--- config.mk ---
export PLATFORM = sky130hd
export DESIGN_NAME = uart_tx
export DESIGN_NICKNAME = d
export VERILOG_FILES = /design/src/rtl/uart_tx.sv
export SDC_FILE = /design/constraint.sdc
export NUM_CORES = 1
export LEC_CHECK = 0
export CELL_PAD_IN_SITES_DETAIL_PLACEMENT = 1
export CELL_PAD_IN_SITES_GLOBAL_PLACEMENT = 1
export CORE_ASPECT_RATIO = 1.4
export CORE_UTILIZATION = 42
export CTS_CLUSTER_DIAMETER = 100
export DETAILED_ROUTE_END_ITERATION = 10
export PLACE_DENSITY = 0.85
export SYNTH_ARGS = -nofsm -noshare
export SYNTH_HDL_FRONTEND = slang
export SYNTH_SLANG_ARGS = --single-unit
--- constraint.sdc ---
create_clock -name i_clock -period 2.1 [get_ports i_clock]
set_input_delay 0.42 -clock i_clock [delete_from_list [all_inputs] [get_ports i_clock]]
set_output_delay 0.42 -clock i_clock [all_outputs]
set_load 0.01 [all_outputs]
--- src/rtl/uart_tx.sv ---
// 8N1 serial transmitter fed by a valid/ready byte stream; baud from a fixed clock divider.
// Optional even-parity bit between data and stop bits is enabled by defining UART_TX_PARITY_EN.
module uart_tx #(
  parameter int UART_DATA_SIZE = 8,
  parameter int CLKS_PER_BIT   = 868,
  parameter int STOP_BITS      = 1
) (
  input  logic                      i_clock,
  input  logic                      i_reset,
  input  logic                      i_valid,
  input  logic [UART_DATA_SIZE-1:0] i_data,
  output logic                      o_ready,
  output logic                      o_tx,
  output logic                      o_busy,
  output logic                      o_done,
  output logic [2:0]                o_state
);

  // Handshake: a byte transfers at a posedge where i_valid and o_ready are both high.
  // o_ready is a pure function of registered state, so the upstream may hold i_valid
  // for several cycles; only the first accepted cycle starts a frame.

  localparam int BAUD_W = $clog2(CLKS_PER_BIT);
  localparam int BIT_W  = (UART_DATA_SIZE > 1) ? $clog2(UART_DATA_SIZE) : 1;

  localparam logic [BAUD_W-1:0] BAUD_LAST = BAUD_W'(CLKS_PER_BIT - 1);
  localparam logic [BIT_W-1:0]  DATA_LAST = BIT_W'(UART_DATA_SIZE - 1);
  localparam logic [BIT_W-1:0]  STOP_LAST = BIT_W'(STOP_BITS - 1);

  typedef enum logic [2:0] {
    S_IDLE   = 3'd0,
    S_START  = 3'd1,
    S_DATA   = 3'd2,
`ifdef UART_TX_PARITY_EN
    S_PARITY = 3'd3,
`endif
    S_STOP   = 3'd4
  } state_t;

  state_t                    state_q, state_d;
  logic [BAUD_W-1:0]         baud_q, baud_d;
  logic [BIT_W-1:0]          bit_q, bit_d;
  logic [UART_DATA_SIZE-1:0] shift_q, shift_d;
  logic                      tx_q, tx_d;
  logic                      done_q, done_d;
  logic                      baud_tick;
`ifdef UART_TX_PARITY_EN
  logic                      par_q, par_d;
`endif

  always_ff @(posedge i_clock) begin
    if (i_reset) begin
      state_q <= S_IDLE;
      baud_q  <= '0;
      bit_q   <= '0;
      shift_q <= '0;
      tx_q    <= 1'b1;
      done_q  <= 1'b0;
`ifdef UART_TX_PARITY_EN
      par_q   <= 1'b0;
`endif
    end else begin
      state_q <= state_d;
      baud_q  <= baud_d;
      bit_q   <= bit_d;
      shift_q <= shift_d;
      tx_q    <= tx_d;
      done_q  <= done_d;
`ifdef UART_TX_PARITY_EN
      par_q   <= par_d;
`endif
    end
  end

  // tx_d is the line level for the next cycle, so o_tx is a plain flop output.
  always_comb begin
    state_d   = state_q;
    baud_d    = baud_q;
    bit_d     = bit_q;
    shift_d   = shift_q;
    tx_d      = tx_q;
    done_d    = 1'b0;
`ifdef UART_TX_PARITY_EN
    par_d     = par_q;
`endif
    baud_tick = (baud_q == BAUD_LAST);

    if (state_q != S_IDLE) begin
      baud_d = baud_tick ? '0 : baud_q + 1'b1;
    end

    case (state_q)
      S_IDLE: begin
        tx_d = 1'b1;
        if (i_valid) begin
          state_d = S_START;
          shift_d = i_data;
          baud_d  = '0;
          bit_d   = '0;
          tx_d    = 1'b0;
`ifdef UART_TX_PARITY_EN
          par_d   = ^i_data;
`endif
        end
      end
      S_START: begin
        if (baud_tick) begin
          state_d = S_DATA;
          tx_d    = shift_q[0];
        end
      end
      S_DATA: begin
        if (baud_tick) begin
          shift_d = shift_q >> 1;
          if (bit_q == DATA_LAST) begin
            bit_d = '0;
`ifdef UART_TX_PARITY_EN
            state_d = S_PARITY;
            tx_d    = par_q;
`else
            state_d = S_STOP;
            tx_d    = 1'b1;
`endif
          end else begin
            bit_d = bit_q + 1'b1;
            tx_d  = shift_d[0];
          end
        end
      end
`ifdef UART_TX_PARITY_EN
      S_PARITY: begin
        if (baud_tick) begin
          state_d = S_STOP;
          tx_d    = 1'b1;
        end
      end
`endif
      S_STOP: begin
        tx_d = 1'b1;
        // bit_q counts stop bits here; done fires as the last one ends.
        if (baud_tick) begin
          if (bit_q == STOP_LAST) begin
            state_d = S_IDLE;
            bit_d   = '0;
            done_d  = 1'b1;
          end else begin
            bit_d = bit_q + 1'b1;
          end
        end
      end
      default: begin
        state_d = S_IDLE;
        tx_d    = 1'b1;
      end
    endcase
  end

  assign o_ready = (state_q == S_IDLE);
  assign o_busy  = ~o_ready;
  assign o_tx    = tx_q;
  assign o_done  = done_q;
  assign o_state = state_q;

endmodule

## Word level (Yosys, flattened, before mapping)

Cells that the tools add are included.

| operators by class | value |
|---|---|
| add/sub/neg operators | 2 |
| eq/ne operators | 11 |
| mux-type cells | 26 |
| bitwise gates (word level) | 3 |
| reduce and logical (&&, ||, !) cells | 10 |

Operators by type and width:

| kind | number |
|---|---|
| 10-bit two-way mux | 4 |
| 3-bit two-way mux | 11 |
| 8-bit two-way mux | 2 |
| 8-bit case mux with 2 select lines | 1 |
| 2-bit != test, second input constant | 6 |
| 3-bit case mux with 4 select lines | 1 |
| 10-bit by 1-bit adder with 10-bit output, second input constant | 1 |
| 10-bit equality test, second input constant | 1 |
| 3-bit case mux with 3 select lines | 1 |
| 3-bit equality test, second input constant | 2 |
| 3-bit logical NOT | 2 |
| 6-bit AND reduction | 1 |
| 3-bit nonzero test | 2 |
| 1-bit two-way mux | 5 |
| 4-bit AND reduction | 1 |
| 3-bit by 1-bit adder with 3-bit output, second input constant | 1 |
| 3-bit by 1-bit equality test with 1-bit output, second input constant | 1 |
| 3-bit by 2-bit equality test with 1-bit output, second input constant | 1 |
| 1-bit NOT | 3 |
| 1-bit case mux with 3 select lines | 1 |
| 3-bit AND reduction | 1 |
| 3-bit OR reduction | 1 |
| 2-bit AND reduction | 1 |
| 2-bit nonzero test | 1 |

| storage, ports and cells | value |
|---|---|
| bits in registers | 26 |
| input port bits | 11 |
| output and inout bits | 7 |
| word-level logic and storage cells | 58 |

## Depth between registers and ports, before layout

| logic depth | value |
|---|---|
| word-level depth | 5 |
| depth in mapped cells | 7 |

## Worst setup path before layout

OpenSTA, ideal clock, no wires.

| path | value |
|---|---|
| path kind | reg-to-reg |
| start point | register baud_q[0] |
| end point | register state_q[1] (netlist: o_state[1]) |
| setup time | 0.123 ns |
| arrival time | 1.700 ns |
| data required time | 1.977 ns |
| setup slack | 0.277 ns |
| stages on the path, launching flop included | 6 |
| path buffers | 0 |
| cell sequence | dfxtp_1 ha_1 and4bb_1 nand3_1 a221oi_2 mux2_1 |

| between the ends | value |
|---|---|
| longest elaborated chain between the ends | 3 |
| elaborated cells between the ends (all ways) | 5 |

Ends and longest elaborated chain:

| item | RTL line | source |
|---|---|---|
| start: declaration | 41 | `logic [BAUD_W-1:0] baud_q, baud_d;` |
| start signal: assignment | 64 | `baud_q <= baud_d;` |
| 10-bit equality test * | 86 | `baud_tick = (baud_q == BAUD_LAST);` |
| 2-bit != test (no line) | - |  |
| 6-bit AND reduction (no line) * | - |  |
| end signal: assignment | 63 | `state_q <= state_d;` |
| end: declaration | 40 | `state_t state_q, state_d;` |

Every way passes the cells marked *; elsewhere a longest branch is shown, timed or not.
A chain may end at the register's enable or synchronous reset.

## Worst setup path in the final report

| path | value |
|---|---|
| start point | register state_q[1] (netlist: o_state[1]) |
| end point | output port o_busy |

| between the ends | value |
|---|---|
| longest elaborated chain between the ends | 2 |

Ends and longest elaborated chain:

| item | RTL line | source |
|---|---|---|
| 3-bit logical NOT | 158 | `assign o_ready = (state_q == S_IDLE);` |
| 1-bit NOT | 159 | `assign o_busy = ~o_ready;` |
| end: declaration | 14 | `output logic o_busy,` |

No other way between the ends.

==> impl_metrics.env <==
export IMPL_cts_root_buf="clkbuf_8"
export IMPL_p_int_w=0.000949
export IMPL_regToRegSetupSlack_ns=0.14
export IMPL_htree_levels=1
export IMPL_hold_viol=0
export IMPL_synth_avg_cell_area_um2=8.99
export IMPL_drv_cap=0
export IMPL_num_antenna_cells=0
export IMPL_hpwl_um=3050
export IMPL_tritoncts="yes"
export IMPL_irDropWorstVdd_v=0.000597
export IMPL_synth_xor_area_frac=0.0114
export IMPL_grt_start_max_net_pins=18
export IMPL_rows=25
export IMPL_cts_buffer_depth=2
export IMPL_final_cell_mix="dfxtp_1 (26), a21oi_1 (16), clkdlybuf4s50_1 (16)"
export IMPL_cp_max_fo=4
export IMPL_viasPerCell=5.93
export IMPL_outcome="completed"
export IMPL_pwr_share_comb=0.412
export IMPL_drc=0
export IMPL_grt_use_total=0.233
export IMPL_clkSlewWorstSetupHoldPaths_ns=0.09
export IMPL_ant_nets=0
export IMPL_ys_types=50
export IMPL_r2r_start="baud_q[1]"
export IMPL_rsz0062_at_grt="false"
export IMPL_seq_area_frac_synth=0.338
export IMPL_critical_path_max_stage_delay_ns=0.53
export IMPL_drive_gt1_frac=0.146
export IMPL_ys_warn_count=0
export IMPL_synth_top_family_by_area="simple AND/OR/NAND/NOR gates"
export IMPL_num_fill_cells=405
export IMPL_hp_class="reg -> reg"
export IMPL_min_from="shift_q[3]"
export IMPL_initial_utilization=0.447
export IMPL_cts_sinks=26
export IMPL_endpoint="o_busy"
export IMPL_power_density_nw_per_um2=793
export IMPL_async_flop_share=0
export IMPL_p_seq_frac=0.390
export IMPL_io_pins=18
export IMPL_ys_ff_latch=26
export IMPL_fin_skew_ns=0.00291
export IMPL_vias=1375
export IMPL_place_congestion=0.825
export IMPL_die_h_um=73.6
export IMPL_wl_per_cell_um=17.7
export IMPL_slew_headroom=0.573
export IMPL_wl_um=4110
export IMPL_netlist_instances=171
export IMPL_cp_start_kind="flop"
export IMPL_clock_latency_ns=0.27
export IMPL_hold_buffers=0
export IMPL_fmax_mhz=507
export IMPL_drt_first_pass_iters=4
export IMPL_switching_share=0.350
export IMPL_grt_overflow_total=0
export IMPL_fin_crit_sh=0.940
export IMPL_die_x_um=53.1
export IMPL_worstPathCellList="or3_4 > clkdlybuf4s50_1"
export IMPL_dp_cells=227
export IMPL_numCtsBuffers=3
export IMPL_critPathKind="reg -> out"
export IMPL_finalSetupTns_ns=0
export IMPL_synthAdderAreaFrac=0.0325
export IMPL_setup_viol=0
export IMPL_crit_start="o_state[1]"
export IMPL_syn_area_um2=1540
export IMPL_grt_pass1_vias=1405
export IMPL_synthesis_nets=186
export IMPL_arrival_ns=1.55
export IMPL_muxShareOfSynthArea=0.0732
export IMPL_antenna_found_initial=0
export IMPL_portBuffers=17
export IMPL_p_sw_w=0.000511
export IMPL_multi_input_area_um2=961
export IMPL_coreArea_um2=3440
export IMPL_synth_simple_gate_area_frac=0.286
export IMPL_synthFlopType="dfxtp_1"
export IMPL_nets=209
export IMPL_area_delta_synth_final_pct=19.7
export IMPL_crit_slowest_cell="clkdlybuf4s50_1"
export IMPL_crit_reg2reg_capture="o_state[1]"
export IMPL_grt_pass1_wl_um=6560
export IMPL_crit_path_end_kind="output pin"
export IMPL_rr_worst_depth=5
export IMPL_slew_violations=0
export IMPL_final_cells=232
export IMPL_final_common_cell="dfxtp_1"
export IMPL_synth_compound_area_frac=0.208
export IMPL_ff_latch_area_um2=520
export IMPL_synth_edff_count=0
export IMPL_tightest_slew_ns=0.638
export IMPL_crit_required_ns=1.68
export IMPL_period_minus_slack_ns=1.97
export IMPL_total_leakage_power_nw=0.660
export IMPL_pwr_share_clk=0.198
export IMPL_drtIter0Drc=19
export IMPL_die_area_um2=3910
synthesized netlist by cell type (all sizes together) (4+ instances only):
cell type  count  area [um2]
buf            7        45.0
ha             4        50.1
nand3         14        70.1
a21oi         16        80.1
inv            4        20.0
o21ai          7        35.0
mux2i          9        90.1
a31oi          6        52.6
nand2         11        41.3
or3            5        31.3
dfxtp         26         521
nor2           9        41.3
nand3b         5        37.5
nand2b         4        25.0
a21o           7        52.6
worst max-delay path, delay by kind of cell, from the launching register on:
family,cells,cell delay (ns)
buffers and inverters,1,0.53
AND/OR/NAND/NOR,1,0.41
flip-flops,1,0.34
stage by stage:
| stage | util | setup slack (ns) | power [W] | area [um2] | hold WS [ns] |
|---|---|---|---|---|---|
| 6_report | 0.535 | 0.126 | 0.00146 | 1840 | 0.474 |
| 3_3_place_gp | 0.512 | 0.193 | 0.00110 | 1760 | 0.451 |
| 3_5_place_dp | 0.512 | 0.0967 | 0.00114 | 1760 | 0.464 |
| 4_1_cts | 0.525 | 0.00134 | 0.00143 | 1810 | 0.477 |
| 2_1_floorplan | - | 0.277 | 0.000940 | 1540 | 0.440 |
| 5_1_grt | 0.535 | 0.00995 | 0.00155 | 1840 | 0.500 |
logic make-up (layout without fill, tap and decap cells):
group,after synthesis,in the layout
simple gates,69,69
compound gates,46,46
xor+xnor,2,2
fa+ha+maj,4,4
mux,11,11
flops,26,26
buf+inv,13,34
worst min-delay path by stage:
stage	endpoint	slack (ns)	cells after the start
global route	shift_q[3]	0.50	2
global placement	shift_q[3]	0.45	2
finish	shift_q[3]	0.47	2
floorplan	shift_q[0]	0.44	2
detailed placement	shift_q[3]	0.46	2
CTS	shift_q[3]	0.48	2
state kept, by name (all words and copies together), names as in the netlist:
signal	flops
baud_q	10
bit_q	3
o_done	1
o_state	3
o_tx	1
shift_q	8
layer usage:
layer | global-route usage | up-vias | routed length, um
met3 | 0.0414 | 8 | 99
li1 | - | 672 | -
met1 | 0.252 | 673 | 1690
met2 | 0.428 | 22 | 2250
met5 | 0 | - | 0
met4 | 0.0994 | 0 | 65
power groups by stage:
| stage | Sequential, W | Combinational (W) | Clock, W |
|---|---|---|---|
| after floorplan | 0.000581 | 0.000359 | 0 |
| after global placement | 0.000574 | 0.000527 | 0 |
| after detailed placement | 0.000581 | 0.000554 | 0 |
| after CTS | 0.000570 | 0.000566 | 0.000295 |
| after global routing | 0.000577 | 0.000651 | 0.000320 |
| final | 0.000569 | 0.000602 | 0.000289 |
final cells by class:
type                            instances  share of cell area
Clock buffer                            3              0.0224
Inverter                                4              0.0109
Multi-Input combinational cell        132               0.522
Sequential cell                        26               0.283
Tap cell                               40              0.0272
Timing Repair Buffer                   27               0.135
repair_timing:
action	CTS	global route
endpoints found under the hold margin	0	0
setup buffers	0	2
endpoints found under the setup margin	1	5
resized for setup	1	3
pin swaps	0	2
Note: power is estimated with default switching activity, not from simulation.
